File: config.mk
export PLATFORM = sky130hd
export DESIGN_NAME = sega_joy_sequencer
export DESIGN_NICKNAME = d
export VERILOG_FILES = /design/src/rtl/sega_joy_pkg.sv /design/src/rtl/sega_joy_port.sv /design/src/rtl/sega_joy_sequencer.sv
export SDC_FILE = /design/constraint.sdc
export NUM_CORES = 1
export LEC_CHECK = 0
export CORE_AREA = 2 2 85 87
export DETAILED_ROUTE_END_ITERATION = 10
export DIE_AREA = 0 0 87 89
export GPL_TIMING_DRIVEN = 0
export PLACE_DENSITY_LB_ADDON = 0.3
export SETUP_SLACK_MARGIN = 0.1
export SLEW_MARGIN = 15
export SYNTH_ARGS = -nofsm -noshare
export SYNTH_HDL_FRONTEND = slang
export SYNTH_SLANG_ARGS = --single-unit
export TNS_END_PERCENT = 10
File: constraint.sdc
create_clock -name clk_sys -period 4.4 [get_ports clk_sys]
set_input_delay 1.32 -clock clk_sys [delete_from_list [all_inputs] [get_ports clk_sys]]
set_output_delay 1.32 -clock clk_sys [all_outputs]
set_load 0.02 [all_outputs]
File: src/rtl/sega_joy_pkg.sv
// Shared types and bit positions for the Sega joystick sequencer.
package sega_joy_pkg;

  // Sequencer phases: idle gap, then six alternating select phases
  typedef enum logic [2:0] {StGap, StP0, StP1, StP2, StP3, StP4, StP5} phase_e;

  // Button vector bit positions, MXYZ SACB RLDU order
  localparam int unsigned JOY_U = 0;
  localparam int unsigned JOY_D = 1;
  localparam int unsigned JOY_L = 2;
  localparam int unsigned JOY_R = 3;
  localparam int unsigned JOY_B = 4;
  localparam int unsigned JOY_C = 5;
  localparam int unsigned JOY_A = 6;
  localparam int unsigned JOY_S = 7;
  localparam int unsigned JOY_Z = 8;
  localparam int unsigned JOY_Y = 9;
  localparam int unsigned JOY_X = 10;
  localparam int unsigned JOY_M = 11;

  // Raw DB9 pin positions within the 6-bit input vector
  localparam int unsigned PIN_U  = 0;
  localparam int unsigned PIN_D  = 1;
  localparam int unsigned PIN_L  = 2;
  localparam int unsigned PIN_R  = 3;
  localparam int unsigned PIN_P6 = 4;
  localparam int unsigned PIN_P9 = 5;

  localparam logic [11:0] JOY_IDLE = 12'hFFF;

  // Select line level driven during a phase
  function automatic logic phase_sel(phase_e ph);
    case (ph)
      StP0, StP2, StP4: return 1'b0;
      default:          return 1'b1;
    endcase
  endfunction

endpackage

File: src/rtl/sega_joy_port.sv
// One joystick port: input synchroniser, per-frame shadow capture, pad-type
// detection and the atomically updated output register.
module sega_joy_port
  import sega_joy_pkg::*;
(
  input  logic        clk_i,
  input  logic        rst_i,
  input  logic [5:0]  pins_i,
  input  phase_e      phase_i,
  input  logic        last_i,
  output logic [11:0] joy_o,
  output logic        six_o
);

  logic [5:0]  sync1_q, sync2_q;
  logic [11:0] shadow_q, shadow_d;
  logic        md_q, md_d;
  logic        six_q, six_d;
  logic [11:0] joy_q, joy_d;
  logic        six_out_q, six_out_d;
  logic [3:0]  dirs;
  logic [1:0]  hi;

  // Two-flop synchroniser; idle level is all pins released
  always_ff @(posedge clk_i or posedge rst_i) begin
    if (rst_i) begin
      sync1_q <= 6'h3F;
      sync2_q <= 6'h3F;
    end else begin
      sync1_q <= pins_i;
      sync2_q <= sync1_q;
    end
  end

  assign dirs = sync2_q[PIN_R:PIN_U];
  assign hi   = {sync2_q[PIN_P9], sync2_q[PIN_P6]};

  // Capture pins on the last cycle of each sampling phase
  always_comb begin
    shadow_d  = shadow_q;
    md_d      = md_q;
    six_d     = six_q;
    joy_d     = joy_q;
    six_out_d = six_out_q;
    if (last_i) begin
      case (phase_i)
        // Leaving the gap: start the frame from a clean slate
        StGap: begin
          shadow_d = JOY_IDLE;
          md_d     = 1'b0;
          six_d    = 1'b0;
        end
        StP1: begin
          shadow_d[JOY_R:JOY_U] = dirs;
          shadow_d[JOY_C:JOY_B] = hi;
        end
        // L and R both low with select low identifies a Mega Drive pad
        StP2: begin
          if (!dirs[PIN_L] && !dirs[PIN_R]) begin
            md_d                  = 1'b1;
            shadow_d[JOY_S:JOY_A] = hi;
          end else begin
            md_d                  = 1'b0;
            shadow_d[JOY_S:JOY_A] = 2'b11;
          end
        end
        // Third select-low with all directions low marks a 6-button pad
        StP4: six_d = md_q && (dirs == 4'h0);
        // Frame end: last capture and output update on the same edge
        StP5: begin
          shadow_d[JOY_M:JOY_Z] = six_q ? dirs : 4'hF;
          joy_d                 = shadow_d;
          six_out_d             = six_q;
        end
        default: ;
      endcase
    end
  end

  // Shadow, detection flags and output registers
  always_ff @(posedge clk_i or posedge rst_i) begin
    if (rst_i) begin
      shadow_q  <= JOY_IDLE;
      md_q      <= 1'b0;
      six_q     <= 1'b0;
      joy_q     <= JOY_IDLE;
      six_out_q <= 1'b0;
    end else begin
      shadow_q  <= shadow_d;
      md_q      <= md_d;
      six_q     <= six_d;
      joy_q     <= joy_d;
      six_out_q <= six_out_d;
    end
  end

  assign joy_o = joy_q;
  assign six_o = six_out_q;

endmodule

File: src/rtl/sega_joy_sequencer.sv
// Select-line phase sequencer shared by both DB9 ports, plus the two port
// capture blocks.
module sega_joy_sequencer
  import sega_joy_pkg::*;
#(
  parameter int unsigned PHASE_CYCLES = 240,
  parameter int unsigned GAP_CYCLES   = 48000
) (
  input  logic        clk_sys,
  input  logic        reset,
  input  logic [5:0]  joy1_i,
  input  logic [5:0]  joy2_i,
  output logic        joy_sel_o,
  output logic [11:0] joy1_o,
  output logic [11:0] joy2_o,
  output logic        joy1_six_o,
  output logic        joy2_six_o,
  output logic        frame_o
);

  localparam int unsigned MaxCycles = (PHASE_CYCLES > GAP_CYCLES) ? PHASE_CYCLES : GAP_CYCLES;
  localparam int unsigned CntW      = $clog2(MaxCycles);
  localparam logic [CntW-1:0] PhaseLoad = CntW'(PHASE_CYCLES - 1);
  localparam logic [CntW-1:0] GapLoad   = CntW'(GAP_CYCLES - 1);

  phase_e          state_q, state_d;
  logic [CntW-1:0] cnt_q, cnt_d;
  logic            sel_q, sel_d;
  logic            last;

  assign last = (cnt_q == '0);

  // Advance phase when the down-counter expires, reloading for the new phase
  always_comb begin
    state_d = state_q;
    cnt_d   = cnt_q - CntW'(1);
    sel_d   = sel_q;
    if (last) begin
      case (state_q)
        StGap:   state_d = StP0;
        StP0:    state_d = StP1;
        StP1:    state_d = StP2;
        StP2:    state_d = StP3;
        StP3:    state_d = StP4;
        StP4:    state_d = StP5;
        default: state_d = StGap;
      endcase
      cnt_d = (state_d == StGap) ? GapLoad : PhaseLoad;
      sel_d = phase_sel(state_d);
    end
  end

  // Phase, counter and registered select line
  always_ff @(posedge clk_sys or posedge reset) begin
    if (reset) begin
      state_q <= StGap;
      cnt_q   <= GapLoad;
      sel_q   <= 1'b1;
    end else begin
      state_q <= state_d;
      cnt_q   <= cnt_d;
      sel_q   <= sel_d;
    end
  end

  assign joy_sel_o = sel_q;
  // High in the final P5 cycle; port outputs take the new frame on the next edge
  assign frame_o   = last && (state_q == StP5);

  sega_joy_port u_port1 (
    .clk_i   (clk_sys),
    .rst_i   (reset),
    .pins_i  (joy1_i),
    .phase_i (state_q),
    .last_i  (last),
    .joy_o   (joy1_o),
    .six_o   (joy1_six_o)
  );

  sega_joy_port u_port2 (
    .clk_i   (clk_sys),
    .rst_i   (reset),
    .pins_i  (joy2_i),
    .phase_i (state_q),
    .last_i  (last),
    .joy_o   (joy2_o),
    .six_o   (joy2_six_o)
  );

endmodule

==> impl_metrics.env <==
export IMPL_rsz0062_at_grt="no"
export IMPL_max_freq_mhz=245
export IMPL_cts_sinks=90
export IMPL_yosysTopAreaCell="dfstp_2"
export IMPL_cts_buffer_depth=2
export IMPL_synth_edff_count=0
export IMPL_cts_root_buf="clkbuf_8"
export IMPL_min_period_over_period=0.927
export IMPL_synth_top_area_frac=0.563
export IMPL_hold_viol_final=0
export IMPL_yosysMostFrequentCell="dfstp_2"
export IMPL_synth_compound_area_frac=0.0488
export IMPL_worstSkewPairLatency_ns=0.35
export IMPL_utilization=0.649
export IMPL_design_area_sq_um=4360
export IMPL_r2r_start="cnt_q[0]$_DFF_PP1_"
export IMPL_crit_path_start="cnt_q[0]$_DFF_PP1_"
export IMPL_critPathLaunchType="flop"
export IMPL_p_leak_nw=1.68
export IMPL_endpoint="frame_o"
export IMPL_die_h_microns=89
export IMPL_avgSynthCellArea_sq_um=14.0
export IMPL_holdPathStages=0
export IMPL_die_width_microns=87
export IMPL_cp_arrival_ns=2.76
export IMPL_drive_gt1_frac=0.445
export IMPL_synth_area_leaders="dfstp_2 56%, mux2_2 12%, dfrtp_1 8.3%, nand2b_1 3.4%, xor2_1 1.7%"
export IMPL_r2r_cells=8
export IMPL_dpl_cell_area_sq_um=4180
export IMPL_vias_per_cell=5.37
export IMPL_drt_wl_total_mm=6.13
export IMPL_grt_usage=0.178
export IMPL_skew_ns=0.0142
export IMPL_rr_endpoint="u_port1.joy_o[7]$_DFFE_PP1P_"
export IMPL_synth_commonest_cells="78 x dfstp_2, 38 x mux2_2, 20 x nand2b_1"
export IMPL_muxShareOfSynthArea=0.124
export IMPL_maxSlewViolCount=0
export IMPL_fin_crit_ns=4.08
export IMPL_synth_cell_type_count=39
export IMPL_power_density_nw_per_um2=315
export IMPL_htree_levels=3
export IMPL_instances_no_fill=399
export IMPL_grt_pass1_wl_mm=10.5
export IMPL_layout_nets=329
export IMPL_status="finished, final reports clean"
export IMPL_yosys_warnings=0
export IMPL_synthFlopType="dfstp_2"
export IMPL_port_buffers=41
export IMPL_area_delta_synth_final_pct=19.9
export IMPL_synth_top_family_by_area="simple AND/OR/NAND/NOR gates"
export IMPL_setup_violations_final=0
export IMPL_synthAdderAreaFrac=0.00344
export IMPL_drt_iter0_markers=95
export IMPL_hold_class="reg -> reg"
export IMPL_ant_nets=0
export IMPL_fillers=518
export IMPL_syn_nets=275
export IMPL_numCtsBuffers=9
export IMPL_drv_cap=0
export IMPL_synthXorXnorAreaFrac=0.0265
export IMPL_peakVddDrop_mv=0.285
export IMPL_dr_total_vias=2144
export IMPL_syn_inst=260
export IMPL_n_antenna_cell=0
export IMPL_ys_ff_latch=90
export IMPL_worstPathRequired_ns=3.08
export IMPL_grt_overflow_total=0
export IMPL_yosysSeqAreaShare=0.646
export IMPL_synth_cell_area_sq_um=3640
export IMPL_cts_tree="done"
export IMPL_critPathCaptureType="output port"
export IMPL_min_from="u_port2.sync1_q[4]$_DFF_PP1_"
export IMPL_grt_max_degree=52
export IMPL_worst_pin_slew_ns=1.08
export IMPL_dp_cells=382
export IMPL_drtPass1Iterations=4
export IMPL_core_area_sq_um=6720
export IMPL_finalSetupTns_ns=0
export IMPL_power_mw=1.37
export IMPL_io_pin_count=42
export IMPL_placementRows=30
export IMPL_drc=0
export IMPL_crit_type="reg -> out"
export IMPL_initial_utilization=0.542
export IMPL_wl_per_cell_microns=15.4
export IMPL_gp_congestion=0.809
export IMPL_regToRegSetupSlack_ns=1.95
export IMPL_synth_async_reset_ratio=1.00
export IMPL_cp_max_fo=10
export IMPL_dieArea_sq_um=7740
export IMPL_grt_pass1_vias=2157
export IMPL_clkTransAtPathRegs_ns=0.08
export IMPL_antenna_found_initial=0
export IMPL_max_slew_margin=0.273
export IMPL_dp_hpwl_mm=4.23
export IMPL_synth_simple_area_share=0.131
## worst max-delay path, stage by stage, from the launching register on
cell	delay, ns
dfstp_2	0.39
inv_1	0.06
ha_1	0.17
nor3b_4	0.37
nand3_4	0.21
nor4_4	0.39
buf_6	0.20
clkdlybuf4s50_1	0.61
## routing by layer
| metal | GRT usage | part of all wire |
|---|---|---|
| met4 | 0.0753 | 0.019 |
| met2 | 0.269 | 0.47 |
| met1 | 0.250 | 0.47 |
| met3 | 0.0406 | 0.037 |
| met5 | 0 | 0 |
## registers in the layout, indices dropped and copies added (netlist names), 8 cells and up
name	flops
cnt_q	16
u_port1.joy_o	12
u_port1.shadow_q	8
u_port2.joy_o	12
u_port2.shadow_q	8
## power by group
group / switching, mW / internal (mW)
registers: 0.00549 / 0.850
clock network: 0.281 / 0.205
logic: 0.0172 / 0.0157
## kinds of logic after synthesis
family / after synthesis
adder cells (fa/ha/maj): 1
multiplexers: 40
flip-flops: 90
AND/OR/NAND/NOR: 77
buffers and inverters: 16
XOR/XNOR: 11
AO/OA/AOI/OAI: 25
## how the worst min path moves through the flow
stage                                   end  slack (ns)
6_report       u_port2.sync2_q[4]$_DFF_PP1_        0.36
5_1_grt        u_port2.sync2_q[3]$_DFF_PP1_        0.36
2_1_floorplan  u_port1.sync2_q[0]$_DFF_PP1_        0.35
3_5_place_dp   u_port1.sync2_q[5]$_DFF_PP1_        0.35
4_1_cts        u_port2.sync2_q[4]$_DFF_PP1_        0.36
3_3_place_gp   u_port2.sync2_q[4]$_DFF_PP1_        0.35
## repair_timing
action,CTS,global route
endpoints found under the setup margin,1,1
gates resized for setup,0,1
hold buffers,0,0
setup buffers,1,0
pin swaps,1,0
## placed cells by master, fill, tap and decap left out, types with 2 or more instances in the layout
cell,count
a211o_1,2
a21o_1,2
a21oi_1,7
and3_1,2
buf_6,2
clkbuf_1,8
clkbuf_8,9
clkdlybuf4s50_1,41
clkinv_2,2
clkinvlp_4,3
dfrtp_1,12
dfstp_2,78
inv_1,4
mux2_1,2
mux2_2,38
nand2_1,12
nand2b_1,20
nand3_1,6
nand3b_1,2
nand4_1,2
nor2_1,10
nor2b_1,2
nor3_1,6
nor4_1,5
nor4_4,2
o21ai_0,4
o22a_1,5
o41a_1,2
or4_1,2
xnor2_1,4
xor2_1,7
## per-stage QoR
stage	setup slack [ns]	hold WS, ns
3_3_place_gp	-0.405	0.345
6_report	0.320	0.358
3_5_place_dp	0.151	0.347
2_1_floorplan	0.874	0.345
5_1_grt	0.183	0.362
4_1_cts	0.159	0.359
## final cells by class
class	count	area [sq um]	area share
Timing Repair Buffer	43	445	0.102
Tap cell	80	100	0.0229
Clock buffer	10	128	0.0293
Clock inverter	6	41.3	0.00946
Inverter	5	21.3	0.00488
Sequential cell	90	2350	0.539
Multi-Input combinational cell	154	1220	0.280
Buffer	11	57.6	0.0132
Power figures use the tool's default switching activity.
